==> src/rtl/board_input_conditioner.sv <==
// -----------------------------------------------------------------------------
// board_input_conditioner
//
// Purpose:
//   Sits between the Arty board pins / MMCM and the SoC. It does three jobs:
//   - brings the raw buttons and switches into the SoC clock domain with
//     two-flop synchronizers;
//   - debounces each input and emits one-cycle rise/fall pulses;
//   - generates the SoC's active-high reset. The reset is held until the MMCM
//     reports lock and a hold count has elapsed.
//
// Ports:
//   clk         in   SoC clock (MMCM output)
//   rst_n       in   asynchronous active-low reset (board ck_rst)
//   pll_locked  in   MMCM lock, asynchronous, synchronized internally
//   din         in   [NUM_IN] raw asynchronous inputs ({sw[3:0], btn[3:0]})
//   dout        out  [NUM_IN] debounced level
//   rise        out  [NUM_IN] one-cycle pulse on a debounced 0->1 change
//   fall        out  [NUM_IN] one-cycle pulse on a debounced 1->0 change
//   soc_rst     out  active-high SoC reset, asynchronous assert,
//                    synchronous deassert
//
// Optional feature (compile-time macro BOARD_INPUT_CONDITIONER_BTN_RST_EN):
//   When the macro is defined, a debounced press of button 0 (rise[0]) in HOLD
//   or RUN sends the reset FSM back to WAIT_LOCK. This soft-resets the SoC.
//   din[0] still appears on dout/rise/fall in both builds.
// -----------------------------------------------------------------------------
module board_input_conditioner #(
    parameter int NUM_IN          = 8,
    parameter int CLK_FREQ_MHZ    = 50,
    parameter int DEBOUNCE_US     = 10000,
    parameter int RST_HOLD_CYCLES = 16
) (
    input  logic              clk,
    input  logic              rst_n,
    input  logic              pll_locked,
    input  logic [NUM_IN-1:0] din,
    output logic [NUM_IN-1:0] dout,
    output logic [NUM_IN-1:0] rise,
    output logic [NUM_IN-1:0] fall,
    output logic              soc_rst
);

    localparam int DB_CYCLES = CLK_FREQ_MHZ * DEBOUNCE_US;
    localparam int CNT_W     = $clog2(DB_CYCLES + 1);
    localparam int HOLD_W    = (RST_HOLD_CYCLES > 1) ? $clog2(RST_HOLD_CYCLES) : 1;

    localparam logic [CNT_W-1:0]  DB_LAST   = CNT_W'(DB_CYCLES - 1);
    localparam logic [HOLD_W-1:0] HOLD_LAST = HOLD_W'(RST_HOLD_CYCLES - 1);

    localparam logic [1:0] WAIT_LOCK = 2'd0;
    localparam logic [1:0] HOLD      = 2'd1;
    localparam logic [1:0] RUN       = 2'd2;

    // ------------------------------------------------------------------
    // Two-flop synchronizers for the inputs and the MMCM lock
    // ------------------------------------------------------------------
    logic [NUM_IN-1:0] din_meta;
    logic [NUM_IN-1:0] s;
    logic              lk_meta;
    logic              lk;

    // NOTE: every flop is written with non-blocking assignments. Each stage
    // then samples the value its neighbour held before the edge, so the
    // two flops really form a two-stage chain.
    always_ff @(posedge clk or negedge rst_n) begin
        if (!rst_n) begin
            din_meta <= '0;
            s        <= '0;
            lk_meta  <= 1'b0;
            lk       <= 1'b0;
        end else begin
            din_meta <= din;
            s        <= din_meta;
            lk_meta  <= pll_locked;
            lk       <= lk_meta;
        end
    end

    // ------------------------------------------------------------------
    // Per-bit debounce. The counter measures how long the synchronized
    // input has disagreed with the debounced level. Any agreeing sample
    // restarts the count, so glitches shorter than DB_CYCLES are rejected.
    // ------------------------------------------------------------------
    for (genvar i = 0; i < NUM_IN; i++) begin : g_db
        logic [CNT_W-1:0] cnt;
        logic             level;
        logic             up;
        logic             down;

        // NOTE: the counters are ordinary per-bit registers, not a memory.
        // Clearing them on reset discards an in-progress debounce, so no
        // stale pulse can fire after reset.
        always_ff @(posedge clk or negedge rst_n) begin
            if (!rst_n) begin
                cnt   <= '0;
                level <= 1'b0;
                up    <= 1'b0;
                down  <= 1'b0;
            end else begin
                up   <= 1'b0;
                down <= 1'b0;
                if (s[i] == level) begin
                    cnt <= '0;
                end else if (cnt == DB_LAST) begin
                    level <= s[i];
                    cnt   <= '0;
                    up    <= s[i];
                    down  <= ~s[i];
                end else begin
                    cnt <= cnt + 1'b1;
                end
            end
        end

        assign dout[i] = level;
        assign rise[i] = up;
        assign fall[i] = down;
    end

    // ------------------------------------------------------------------
    // Reset sequencer: WAIT_LOCK -> HOLD (RST_HOLD_CYCLES) -> RUN
    // ------------------------------------------------------------------
    logic              btn_kick;
    logic [1:0]        state;
    logic [1:0]        state_nxt;
    logic [HOLD_W-1:0] hcnt;
    logic [HOLD_W-1:0] hcnt_nxt;

`ifdef BOARD_INPUT_CONDITIONER_BTN_RST_EN
    assign btn_kick = rise[0];
`else
    assign btn_kick = 1'b0;
`endif

    // NOTE: defaults first, so every path assigns both outputs and no latch
    // is inferred.
    always_comb begin
        state_nxt = state;
        hcnt_nxt  = hcnt;
        case (state)
            WAIT_LOCK: begin
                if (lk) begin
                    state_nxt = HOLD;
                    hcnt_nxt  = '0;
                end
            end
            HOLD: begin
                if (!lk || btn_kick) begin
                    state_nxt = WAIT_LOCK;
                    hcnt_nxt  = '0;
                end else if (hcnt == HOLD_LAST) begin
                    state_nxt = RUN;
                end else begin
                    hcnt_nxt = hcnt + 1'b1;
                end
            end
            RUN: begin
                if (!lk || btn_kick) begin
                    state_nxt = WAIT_LOCK;
                    hcnt_nxt  = '0;
                end
            end
            default: begin
                state_nxt = WAIT_LOCK;
                hcnt_nxt  = '0;
            end
        endcase
    end

    // soc_rst is registered from the next state. It therefore changes on the
    // same edge as the state it describes, and it never glitches.
    always_ff @(posedge clk or negedge rst_n) begin
        if (!rst_n) begin
            state   <= WAIT_LOCK;
            hcnt    <= '0;
            soc_rst <= 1'b1;
        end else begin
            state   <= state_nxt;
            hcnt    <= hcnt_nxt;
            soc_rst <= (state_nxt != RUN);
        end
    end

endmodule

==> config.mk <==
export PLATFORM = sky130hd
export DESIGN_NAME = board_input_conditioner
export DESIGN_NICKNAME = d
export VERILOG_FILES = /design/src/rtl/board_input_conditioner.sv
export SDC_FILE = /design/constraint.sdc
export NUM_CORES = 1
export LEC_CHECK = 0
export CAP_MARGIN = 10
export CORE_ASPECT_RATIO = 2
export CORE_MARGIN = 4
export CORE_UTILIZATION = 37
export CTS_BUF_LIST = sky130_fd_sc_hd__clkbuf_2
export DETAILED_ROUTE_END_ITERATION = 10
export SLEW_MARGIN = 20
export SYNTH_ARGS = -nofsm -noshare
export SYNTH_HDL_FRONTEND = slang
export SYNTH_SLANG_ARGS = --single-unit
==> constraint.sdc <==
create_clock -name clk -period 2.4 [get_ports clk]
set_clock_uncertainty 0.1 [all_clocks]
set_input_delay 0.36 -clock clk [delete_from_list [all_inputs] [get_ports clk]]
set_output_delay 0.36 -clock clk [all_outputs]
set_load 0.02 [all_outputs]
# [Yosys cells after proc, flatten, opt, wreduce, memory -nomap -nowiden]
# Cells that the tools add are included.
# Widths: inputs -> output; s select.
[totals] regBits=201 latchBits=0 ram_bits=0 rom_bits=0 in_bits=11 output_inout_bits=25 elab_cells=155 mem_count=0
[classes] add_sub_neg=9 multipliers=0 div_mod_pow=0 magnitude_cmp=0 eq_ne=23 n_shift=0 n_mux=58 bitwise=16 reduce_logical=10
[op_table] cell="$mux 19" n=16
[op_table] cell="$add 19x1->19 const B" n=8
[op_table] cell="$eq 19x19->1 const B" n=8
[op_table] cell="$mux 1" n=32
[op_table] cell="$mux 4" n=4
[op_table] cell="$not 1->1" n=16
[op_table] cell="$reduce_and 2->1" n=8
[op_table] cell="$pmux 4 s3" n=1
[op_table] cell="$eq 1x1->1" n=8
[op_table] cell="$mux 2" n=4
[op_table] cell="$ne 2x2->1 const B" n=3
[op_table] cell="$pmux 2 s3" n=1
[op_table] cell="$add 4x1->4 const B" n=1
[op_table] cell="$eq 4x4->1 const B" n=1
[op_table] cell="$ne 3x3->1 const B" n=1
[op_table] cell="$reduce_and 3->1" n=1
[op_table] cell="$eq 2x1->1 const B" n=1
[op_table] cell="$eq 2x2->1 const B" n=1
[op_table] cell="$logic_not 2->1" n=1

# [Longest topological paths before layout]
# Gate-level depths: netlist of run 1.
[depth] depth_word=5 depth_mapped=7 mapped_depth_nobuf=5

# [Worst setup path before layout of run 1]
# No wires, ideal clock.
[synth_path] path_kind="register to register" startpoint="register g_db[2].cnt[0]" endpoint="register g_db[2].level" setup_time_ps=125 t_arrival_ps=1906 t_required_ps=2175 slack_ps=270 stages_incl_launch_ff=6 path_buffers=0 synth_period_minus_slack_ps=2130 cell_sequence="dfrtp_1 > ha_1 > nand4_2 > or3_1 > or4_1 > mux2_2"
[synth_via] elab_chain_len=2
[synth_rtl] item="start: declaration" line_no="86" source="logic [CNT_W-1:0] cnt;"
[synth_rtl] item="start signal: assignment" line_no="111" source="cnt <= cnt + 1'b1;"
[synth_rtl] item="$eq 19x19->1" line_no="105" source="end else if (cnt == DB_LAST) begin"
[synth_rtl] item="$reduce_and 2->1 (no source line)"
[synth_rtl] item="end signal: assignment" line_no="106" source="level <= s[i];"
[synth_rtl] item="end: declaration" line_no="87" source="logic level;"
# Every way passes these cells.
# A chain may end at the register's enable or synchronous reset.

# [Worst setup path in the final report of run 1]
[layout_path] startpoint="register g_db[2].down" endpoint="output port fall[2]"
[layout_lines] item="start: declaration" line_no="89" source="logic down;"
[layout_lines] item="start signal: assignment" line_no="109" source="down <= ~s[i];"
[layout_lines] item="end: declaration" line_no="40" source="output logic [NUM_IN-1:0] fall,"
# No word-level cell between the ends.

==> results of run 1 <==
[layout make-up]
cell class | count | area (um^2)
Sequential cell | 201 | 5030
Antenna cell | 1 | 2.50
Inverter | 24 | 90.1
Timing Repair Buffer | 73 | 693
Tap cell | 336 | 420
Multi-Input combinational cell | 650 | 4090
Clock inverter | 23 | 88.8
Fill cell | 2503 | 14400
Clock buffer | 68 | 340
[cells by family (layout without fill, tap and decap cells)]
group           count (synthesis)  count (layout)  share of synthesized area (%)
fa+ha+maj                       9               9                           1.19
buf+inv                        70             188                           3.84
xor+xnor                      107             107                           9.88
simple gates                  428             428                           24.6
other cells                     0               1                              0
compound gates                 97              97                           6.39
flops                         201             201                           53.0
mux                             9               9                           1.06
[power by group through the flow]
stage / Clock [mW] / Sequential (mW) / Combinational [mW]
3_3_place_gp: 0 / 3.56 / 0.245
2_1_floorplan: 0 / 3.54 / 0.106
3_5_place_dp: 0 / 3.56 / 0.246
6_report: 2.18 / 3.49 / 0.250
5_1_grt: 2.51 / 3.50 / 0.292
4_1_cts: 2.34 / 3.49 / 0.262
[metrics by stage]
step                setup slack, ps  std cells  utilization [%]
floorplan                       270        921                -
global placement                232       1273             40.7
detailed placement              198       1273             40.7
CTS                            12.4       1375             42.8
global route                 0.0933       1376             42.8
finish                          149       1376             42.8
[Yosys cell counts, types with 2 or more instances]
master | n | area [um^2]
sky130_fd_sc_hd__o31ai_1 | 15 | 113
sky130_fd_sc_hd__a22o_1 | 2 | 17.5
sky130_fd_sc_hd__or4b_2 | 3 | 30.0
sky130_fd_sc_hd__and3_1 | 15 | 93.8
sky130_fd_sc_hd__clkbuf_1 | 15 | 56.3
sky130_fd_sc_hd__a31o_2 | 3 | 26.3
sky130_fd_sc_hd__nand2b_1 | 4 | 25.0
sky130_fd_sc_hd__nor2b_1 | 2 | 12.5
sky130_fd_sc_hd__nor4b_1 | 4 | 35.0
sky130_fd_sc_hd__nand3_1 | 54 | 270
sky130_fd_sc_hd__or4_1 | 23 | 173
sky130_fd_sc_hd__nand2_1 | 45 | 169
sky130_fd_sc_hd__or3_1 | 29 | 181
sky130_fd_sc_hd__nor4_1 | 19 | 119
sky130_fd_sc_hd__buf_2 | 4 | 20.0
sky130_fd_sc_hd__nand3b_1 | 2 | 15.0
sky130_fd_sc_hd__mux2_2 | 8 | 90.1
sky130_fd_sc_hd__ha_1 | 9 | 113
sky130_fd_sc_hd__o31ai_2 | 3 | 37.5
sky130_fd_sc_hd__buf_4 | 25 | 188
sky130_fd_sc_hd__xor2_1 | 43 | 377
sky130_fd_sc_hd__nor3_1 | 20 | 100
sky130_fd_sc_hd__a21oi_1 | 41 | 205
sky130_fd_sc_hd__o21ai_1 | 2 | 10.0
sky130_fd_sc_hd__nor4bb_1 | 2 | 20.0
sky130_fd_sc_hd__or2_2 | 4 | 25.0
sky130_fd_sc_hd__clkbuf_2 | 2 | 10.0
sky130_fd_sc_hd__xnor2_1 | 64 | 561
sky130_fd_sc_hd__o2bb2ai_1 | 2 | 17.5
sky130_fd_sc_hd__dfrtp_1 | 200 | 5000
sky130_fd_sc_hd__and2_1 | 7 | 43.8
sky130_fd_sc_hd__and4_1 | 12 | 105
sky130_fd_sc_hd__nor3b_1 | 20 | 150
sky130_fd_sc_hd__nand4_2 | 3 | 37.5
sky130_fd_sc_hd__nor2_1 | 115 | 432
sky130_fd_sc_hd__nand4_1 | 42 | 263
sky130_fd_sc_hd__inv_1 | 24 | 90.1
sky130_fd_sc_hd__o21ai_0 | 24 | 120
[final timing paths]
kind	startpoint	depth (start not counted)	end	slack [ps]
max	g_db[2].down$_DFF_PN0_	1	fall[2]	150
min	din_meta[0]$_DFF_PN0_	0	s[0]$_DFF_PN0_	240
max reg2reg	g_db[5].cnt[9]$_DFF_PN0_	4	g_db[5].cnt[9]$_DFF_PN0_	190
min reg2reg	din_meta[0]$_DFF_PN0_	0	s[0]$_DFF_PN0_	240
max in group asynchronous	rst_n	4	soc_rst$_DFF_PN1_	920
min in group asynchronous	rst_n	3	g_db[5].cnt[6]$_DFF_PN0_	540
[registers in the layout (all words and copies together) (netlist names)]
name        flops
g_db.cnt      152
hcnt            4
s               8
lk              1
state           2
g_db.up         8
soc_rst         1
g_db.level      8
lk_meta         1
g_db.down       8
din_meta        8
[routing by layer]
layer / routed length, um / part of all wire [%] / vias up / GRT usage [%]
li1: - / - / 3449 / -
met1: 7140 / 36 / 3420 / 14.8
met2: 11000 / 56 / 117 / 28.2
met3: 683 / 3.5 / 53 / 3.01
met4: 745 / 3.8 / 0 / 6.42
met5: 0 / 0 / - / 0
[repair_timing]
action                                  CTS  global route
endpoints found under the hold margin   209             0
resized for setup                         9             0
hold buffers                             11             0
endpoints found under the setup margin    9             0
==> impl.org, run 1 <==
** Outcome
- The run finished with clean final reports.

** Layout
- Most common cell after layout, fill and taps aside :: sky130_fd_sc_hd__dfrtp_1
- For this run, the post-layout net count is 1019.
- In the layout the commonest cells are sky130_fd_sc_hd__dfrtp_1, sky130_fd_sc_hd__nor2_1, sky130_fd_sc_hd__clkbuf_2, sky130_fd_sc_hd__xnor2_1, sky130_fd_sc_hd__nand3_1.
- Relative to the synthesized area, the layout overhead comes to 13.5%.
- Fraction of layout instances using a drive strength above 1 :: 12.3%
- Layout Cell Area excl Fill :: 10800 um^2

** Critical path
- For this design, the slowest cell found on the critical path is sky130_fd_sc_hd__clkdlybuf4s50_1.
- The worst setup path is launched from a flip-flop.
- Cell family with the largest share of critical-path delay :: buffers and inverters
- The critical path is of the reg -> out type.
- For the worst setup path, the data arrival time is 1790 ps.
- For this run, the slowest stage of the critical path takes 630 ps.
- Required time at the endpoint of the critical path :: 1940 ps
- Of all nets on the critical path, the largest fanout is 1.
- Series of cell instances along the critical path :: clkdlybuf4s50_1
- Worst path buffer plus inverter count :: 1
- Category of the worst setup path capture point :: primary output

** STA
- The number of pins with negative max-slew slack in the final report is 0.
- Final worst path period need :: 2250 ps
- Setup repair after global routing left no endpoint under its margin.
- The worst path uses 93.8% of the clock period.
- The count of endpoints failing hold in the final timing report is 0.
- Transition time at the pin with the least slew margin :: 592 ps
- Slew headroom :: 60.1%
- Worst hold slack across all endpoints :: 243 ps
- Setup violations remaining at the end of the flow were counted as 0.
- Summed over all failing endpoints, the final setup total negative slack is 0 ps.
- Static timing analysis puts the maximum clock frequency at 0.444 GHz.

** Pwr
- Int Pwr :: 4.31 mW
- Sequential share of power :: 59.0%
- In this run the power density over the cells is 551 nW/um^2.
- Combinational logic is responsible for 4.2% of the overall power.
- Switching Share :: 27.3%
- For this design the total switching power over the nets is 1.61 mW.
- Power comes to 5.92 mW.
- The analysis attributes to cell leakage a power of 4.45 nW.
- Peak supply drop :: 0.302 mV
- Clock power share :: 36.8%

** Clock network
- Number of buffers inserted during clock tree synthesis :: 49
- TritonCTS clock tree :: built
- At the later pin of the worst-skew pair, clock insertion delay measures 820 ps.
- In this run the number of H-tree levels came out at 2.
- Clock-pin transition on the worst setup and hold timing paths :: 110 ps
- Counting every sink on the clock net gives 201.
- CTS max path bufs :: 3
- Post CTS Setup Buffer Count :: 0
- Buffer type at the clock tree root :: sky130_fd_sc_hd__clkbuf_2

** Global route
- First-pass GRT wire length :: 34200 um
- The total overflow left after global routing is 0.
- In the global route stage, overall resource usage came out at 14.6%.
- Antenna violations before repair :: 1
- Maximum number of pins on one net before global-route repair :: 64
- The via count of the first global-routing pass was 7299.

** Route
- Using the TritonRoute via totals, the vias-per-cell ratio works out to 5.12.
- Final routed DRC violation total :: 0
- The first detailed-routing pass took 4 iterations.
- The final layout contains routed wiring with a total length of 19600 um.
- Post-route ant nets :: 0
- Wire length per cell :: 14.2 um
- The detailed router placed 7039 vias in this run.
- The detailed router finished its first iteration with 311 violations.

** Floorplanning
- Die extent in x :: 121 um
- Die area :: 28400 um^2
- # rows :: 82
- Once the floorplan was initialized, standard cells occupied 37.7% of the core.
- In this run the count of I/O pins placed on the die edge is 36.
- Height of the die :: 234 um
- The core region is 25100 um^2.

** Yosys
- Share of async-settable or async-resettable flops after synthesis :: 100%
- Warnings, synthesis :: 0
- Summing the sequential cell areas from Yosys gives 53.0% of the chip area.
- The most used flip-flop cell after synthesis is sky130_fd_sc_hd__dfrtp_1.
- Number of enable flip-flop cells after synthesis :: 0
- Yosys mapped the design onto 48 distinct sky130hd cell types.
- Total standard cell area after synthesis :: 9480 um^2
- In the synthesized netlist, the number of instances is 921.
- Counting every net in the synthesized netlist gives 941.
- In this run, synthesis produced a sequential element count of 201.
- Synth Area per Inst :: 10.3 um^2

** Run
- Max-cap violations in this run came to 0.

** Place
- DP HPWL :: 13700 um
- Port Buffers :: 35
- After detailed placement, the total cell area comes to 10200 um^2.
- Gp weighted congestion :: 0.825

** Worst hold path
- The path class of the tightest hold or removal check is reg -> reg.
No activity file was read; power rests on OpenSTA's default activity.
==> run 2: changes to the inputs <==
ABC_AREA = 1   (was unset)
CAP_MARGIN = unset   (was 10)
CORE_ASPECT_RATIO = 0.6   (was 2)
==> run 2 against run 1 <==
Effect of this change: clock-buffer cell count increased by 3; wire length increased by 21%; cell count increased by 39%; sequential power about the same; worst hold slack improved by 9.9 ps; clock power about the same; sequential share of layout area decreased by 5.1 points; critical path depth unchanged; design area increased by 12%; register-to-register slack improved by 550 ps; power about the same; largest cell class unchanged.
==> impl.org, run 2 <==
** Outcome
- The run finished with clean final reports.

** Critical path
- The number of cells on the worst reg-to-reg path is 6.
- Worst reg-to-reg setup slack :: 740 ps
- Slowest cell delay on critical path :: 610 ps
- Data on the critical path is required at its endpoint by 1940 ps.
- By startpoint and endpoint, the worst setup path is classified as reg -> out.
- STA puts the critical path data arrival time at 1780 ps.
- Worst path buffer plus inverter count :: 1
- STA classifies the critical path endpoint as a primary output.
- In this run the worst path has a maximum fanout of 1.
- Capture instance of the worst register-to-register path :: g_db[4].cnt[17]$_DFF_PN0_
- Slowest stage cell on the critical path :: sky130_fd_sc_hd__clkdlybuf4s50_1
- Among cell families on the critical path, the largest total delay comes from buffers and inverters.
- Origin of the critical flop-to-flop path :: g_db[4].cnt[0]$_DFF_PN0_
- Startpoint types :: flip-flop
- Series of cell instances along the critical path :: clkdlybuf4s50_1

** STA
- Counting I/O delays and the setup requirement, the final critical path takes 2240 ps.
- RSZ-0062 raised after global routing :: no
- At the pin with the least slew margin, the transition time is 541 ps.
- Fmax achieved :: 0.447 GHz
- Measured against its own limit, the worst slew margin works out to 63.7%.
- Final setup violation count :: 0
- The number of pins with negative max-slew slack in the final report came to 0.
- The count of endpoints failing hold in the final timing report is 0.
- The final critical path takes up 93.2% of the cycle.
- In the final timing run, aggregate negative setup slack is 0 ps.

** Yosys
- Synth Area per Inst :: 7.57 um^2
- Netlist cell types :: 33
- Post-synth top area share :: 46.5%
- Seq cells post-synth :: 201
- Leading cell type by number of instances after synthesis :: sky130_fd_sc_hd__nor2_1
- The share of the Yosys chip area taken by registers is 46.7%.
- Counting flops with an async set or reset pin after synthesis yields a share of 100%.
- The mapped netlist covers 10800 um^2.
- By count the netlist is led by sky130_fd_sc_hd__nor2_1, sky130_fd_sc_hd__nand2_1, sky130_fd_sc_hd__dfrtp_1.
- Net count of the mapped netlist :: 1443
- The Yosys step of the flow raised 0 warnings.
- Most used flip-flop cell after synthesis :: sky130_fd_sc_hd__dfrtp_1
- Cell accounting for the most synthesized area :: sky130_fd_sc_hd__dfrtp_1
- Synthesis produced a netlist whose cell count is 1423.
- By area the synthesized netlist is led by sky130_fd_sc_hd__dfrtp_1, sky130_fd_sc_hd__nor2_1, sky130_fd_sc_hd__nand2_1, sky130_fd_sc_hd__nand3_1, sky130_fd_sc_hd__inv_1.
- Number of enable flip-flop cells after synthesis :: 0

** Run
- Across the run, the number of max-cap violations was 0.

** Layout
- Registers take 5030 um^2.
- Area Overhead vs Synth :: 12.3%
- Largest Register :: g_db.cnt
- Leaving out fill and tap cells, the most frequent cell in the layout is sky130_fd_sc_hd__nor2_1.
- Summing all multi-input logic gate instances after layout gives 4980 um^2.
- The post-route netlist has 10.3% of its cells at a drive strength greater than 1.
- Net count of the finished layout :: 1523
- Commonest cells after routing, fill and taps aside :: sky130_fd_sc_hd__nor2_1, sky130_fd_sc_hd__nand2_1, sky130_fd_sc_hd__dfrtp_1, sky130_fd_sc_hd__inv_1, sky130_fd_sc_hd__nand3_1
- ANT cells :: 0
- Final Util :: 42.1%
- Number of flip-flops under the largest register name :: 152
- Layout fillers :: 2909

** Floorplanning
- Height of the die :: 140 um
- Once the floorplan was initialized, standard cells occupied 37.5% of the core.
- Die extent in x :: 228 um
- Area of the placeable core :: 28700 um^2
- # rows :: 48
- Die area :: 32000 um^2
- 36 I/O pins were placed.

** Worst hold path
- Worst Hold Endpoint :: s[3]$_DFF_PN0_
- Hold-critical path depth :: 0
- Worst Min Path Start :: din_meta[3]$_DFF_PN0_
- The worst hold path belongs to the class reg -> reg.

** Clock network
- # clock sinks :: 201
- TritonCTS clock tree :: built
- Clock latency on the worst-skew pair :: 830 ps
- Clock-pin transition on the worst setup and hold timing paths :: 110 ps
- Number of buffers inserted during clock tree synthesis :: 49
- Buffer type at the clock tree root :: sky130_fd_sc_hd__clkbuf_2
- Count of H-tree levels built during CTS :: 2
- CTS max path bufs :: 3

** Pwr
- Standby leakage power :: 5.26 nW
- VDD sags by at most 0.305 mV.
- Areal power density over the cells :: 491 nW/um^2

** Route
- The first TritonRoute pass finished after 5 iterations.
- Summed over all nets, wire length on met3 after detailed routing comes to 1730 um.
- The routed layout has 8963 vias.
- Post-Route M1 WL :: 12900 um
- Wires add up to 23700 um.
- In the routed design, unresolved DRC markers number 0.
- Top routing layer used :: met4
- Drt first-iter violations :: 692
- Once detail routing completed, the nets flagged for antenna violations numbered 0.
- Wire length per cell :: 12.4 um
- Detailed-route vias per instance :: 4.68
- The routed design uses 8690 um of met2 wire.

** Global route
- Antenna violations before repair :: 0
- All-Layer GR Usage :: 15.1%
- The via count of the first global-routing pass was 8304.
- First-pass GRT wire length :: 40800 um
- Entering global routing, the biggest net connects 54 pins.
- Global-route congestion overflow total :: 0

** Place
- Gp weighted congestion :: 0.916
- After legalization and detailed placement, the total HPWL measured 17200 um.
- Port buffering added 35 buffers.
## run 2: cell count changes in the layout (fill, tap and decap cells not counted), sizes merged, moves of 17 or more
cell	previous run	this run
or3	29	0
nor3	20	37
nand2	45	284
inv	25	144
nand3	54	118
xnor2	64	25
or4	24	0
nor4	19	0
a21oi	41	22
nor2	115	434
o31ai	18	0
nand4	45	16
## run 2: worst max-delay path by stage
stage	start	to	slack, ps	depth (start not counted)
4_1_cts	g_db[0].level$_DFFE_PN0P_	dout[0]	0.1	1
3_3_place_gp	g_db[4].cnt[0]$_DFF_PN0_	g_db[4].cnt[17]$_DFF_PN0_	790	6
2_1_floorplan	g_db[4].cnt[0]$_DFF_PN0_	g_db[4].cnt[10]$_DFF_PN0_	1010	7
6_report	g_db[3].up$_DFF_PN0_	rise[3]	160	1
3_5_place_dp	g_db[0].cnt[0]$_DFF_PN0_	g_db[0].cnt[5]$_DFF_PN0_	770	8
5_1_grt	g_db[7].down$_DFF_PN0_	fall[7]	0.9	1
## run 2: routing by layer
| metal | global-route usage [%] | up-vias |
|---|---|---|
| met3 | 3.86 | 44 |
| met1 | 24.6 | 4065 |
| met4 | 4.25 | 0 |
| met2 | 19.2 | 229 |
| li1 | - | 4625 |
| met5 | 0 | - |
## run 2: layout make-up
class | instances | share of cell area (%)
sequential | 201 | 41.6
multi-input combinational | 1047 | 41.2
timing repair buffer | 61 | 5.33
inverter | 143 | 4.44
tap | 375 | 3.88
clock buffer | 71 | 2.94
clock inverter | 17 | 0.538
## run 2: timing repair
item	in CTS	in global routing
setup endpoints to repair	7	7
hold buffers	12	0
hold endpoints to repair	210	0
resized for setup	7	7
buffers inserted	0	0
## run 2: cells by family (layout without fill, tap and decap cells)
logic type	count (synthesis)	in the layout	synth area share [%]
buffers and inverters	175	292	6.97
xor gates and xnor gates	69	69	5.61
adders and majority gates	9	9	1.05
and+or+nand+nor	913	913	36.9
AOI/OAI and AO/OA	56	56	2.78
DFF	201	201	46.7
## run 2: where the power goes
part / switching, mW / leakage, nW / internal (mW) / total (mW)
registers: 0.0388 / 2.74 / 3.44 / 3.47
logic: 0.177 / 2.19 / 0.0979 / 0.275
clock network: 1.39 / 0.327 / 0.791 / 2.18
## run 2: stage by stage
stage / hold slack [ps] / worst slack, ps / instance area (um^2) / cells / total power, mW
2_1_floorplan: -35.6 / 1010 / 10800 / 1423 / 3.65
4_1_cts: 251 / 0.113 / 12100 / 1915 / 6.11
3_3_place_gp: 197 / 788 / 11500 / 1815 / 3.80
5_1_grt: 263 / 0.885 / 12100 / 1915 / 6.34
3_5_place_dp: 202 / 767 / 11500 / 1815 / 3.80
6_report: 253 / 163 / 12100 / 1915 / 5.93
## run 2: worst register-to-register path: stages (launching register included)
cell and delay [ps]:
sky130_fd_sc_hd__dfrtp_1 410, sky130_fd_sc_hd__ha_1 240, sky130_fd_sc_hd__nand4_1 160, sky130_fd_sc_hd__nor2_1 100, sky130_fd_sc_hd__a21oi_2 270, sky130_fd_sc_hd__inv_1 180
sky130_fd_sc_hd__nor2_1 130
==> run 3: changes to the inputs <==
ABC_CLOCK_PERIOD_IN_PS = 2400   (was unset)
==> results of run 3 <==
Same layout as run 2: the final DEF is identical, and so are final timing and power.
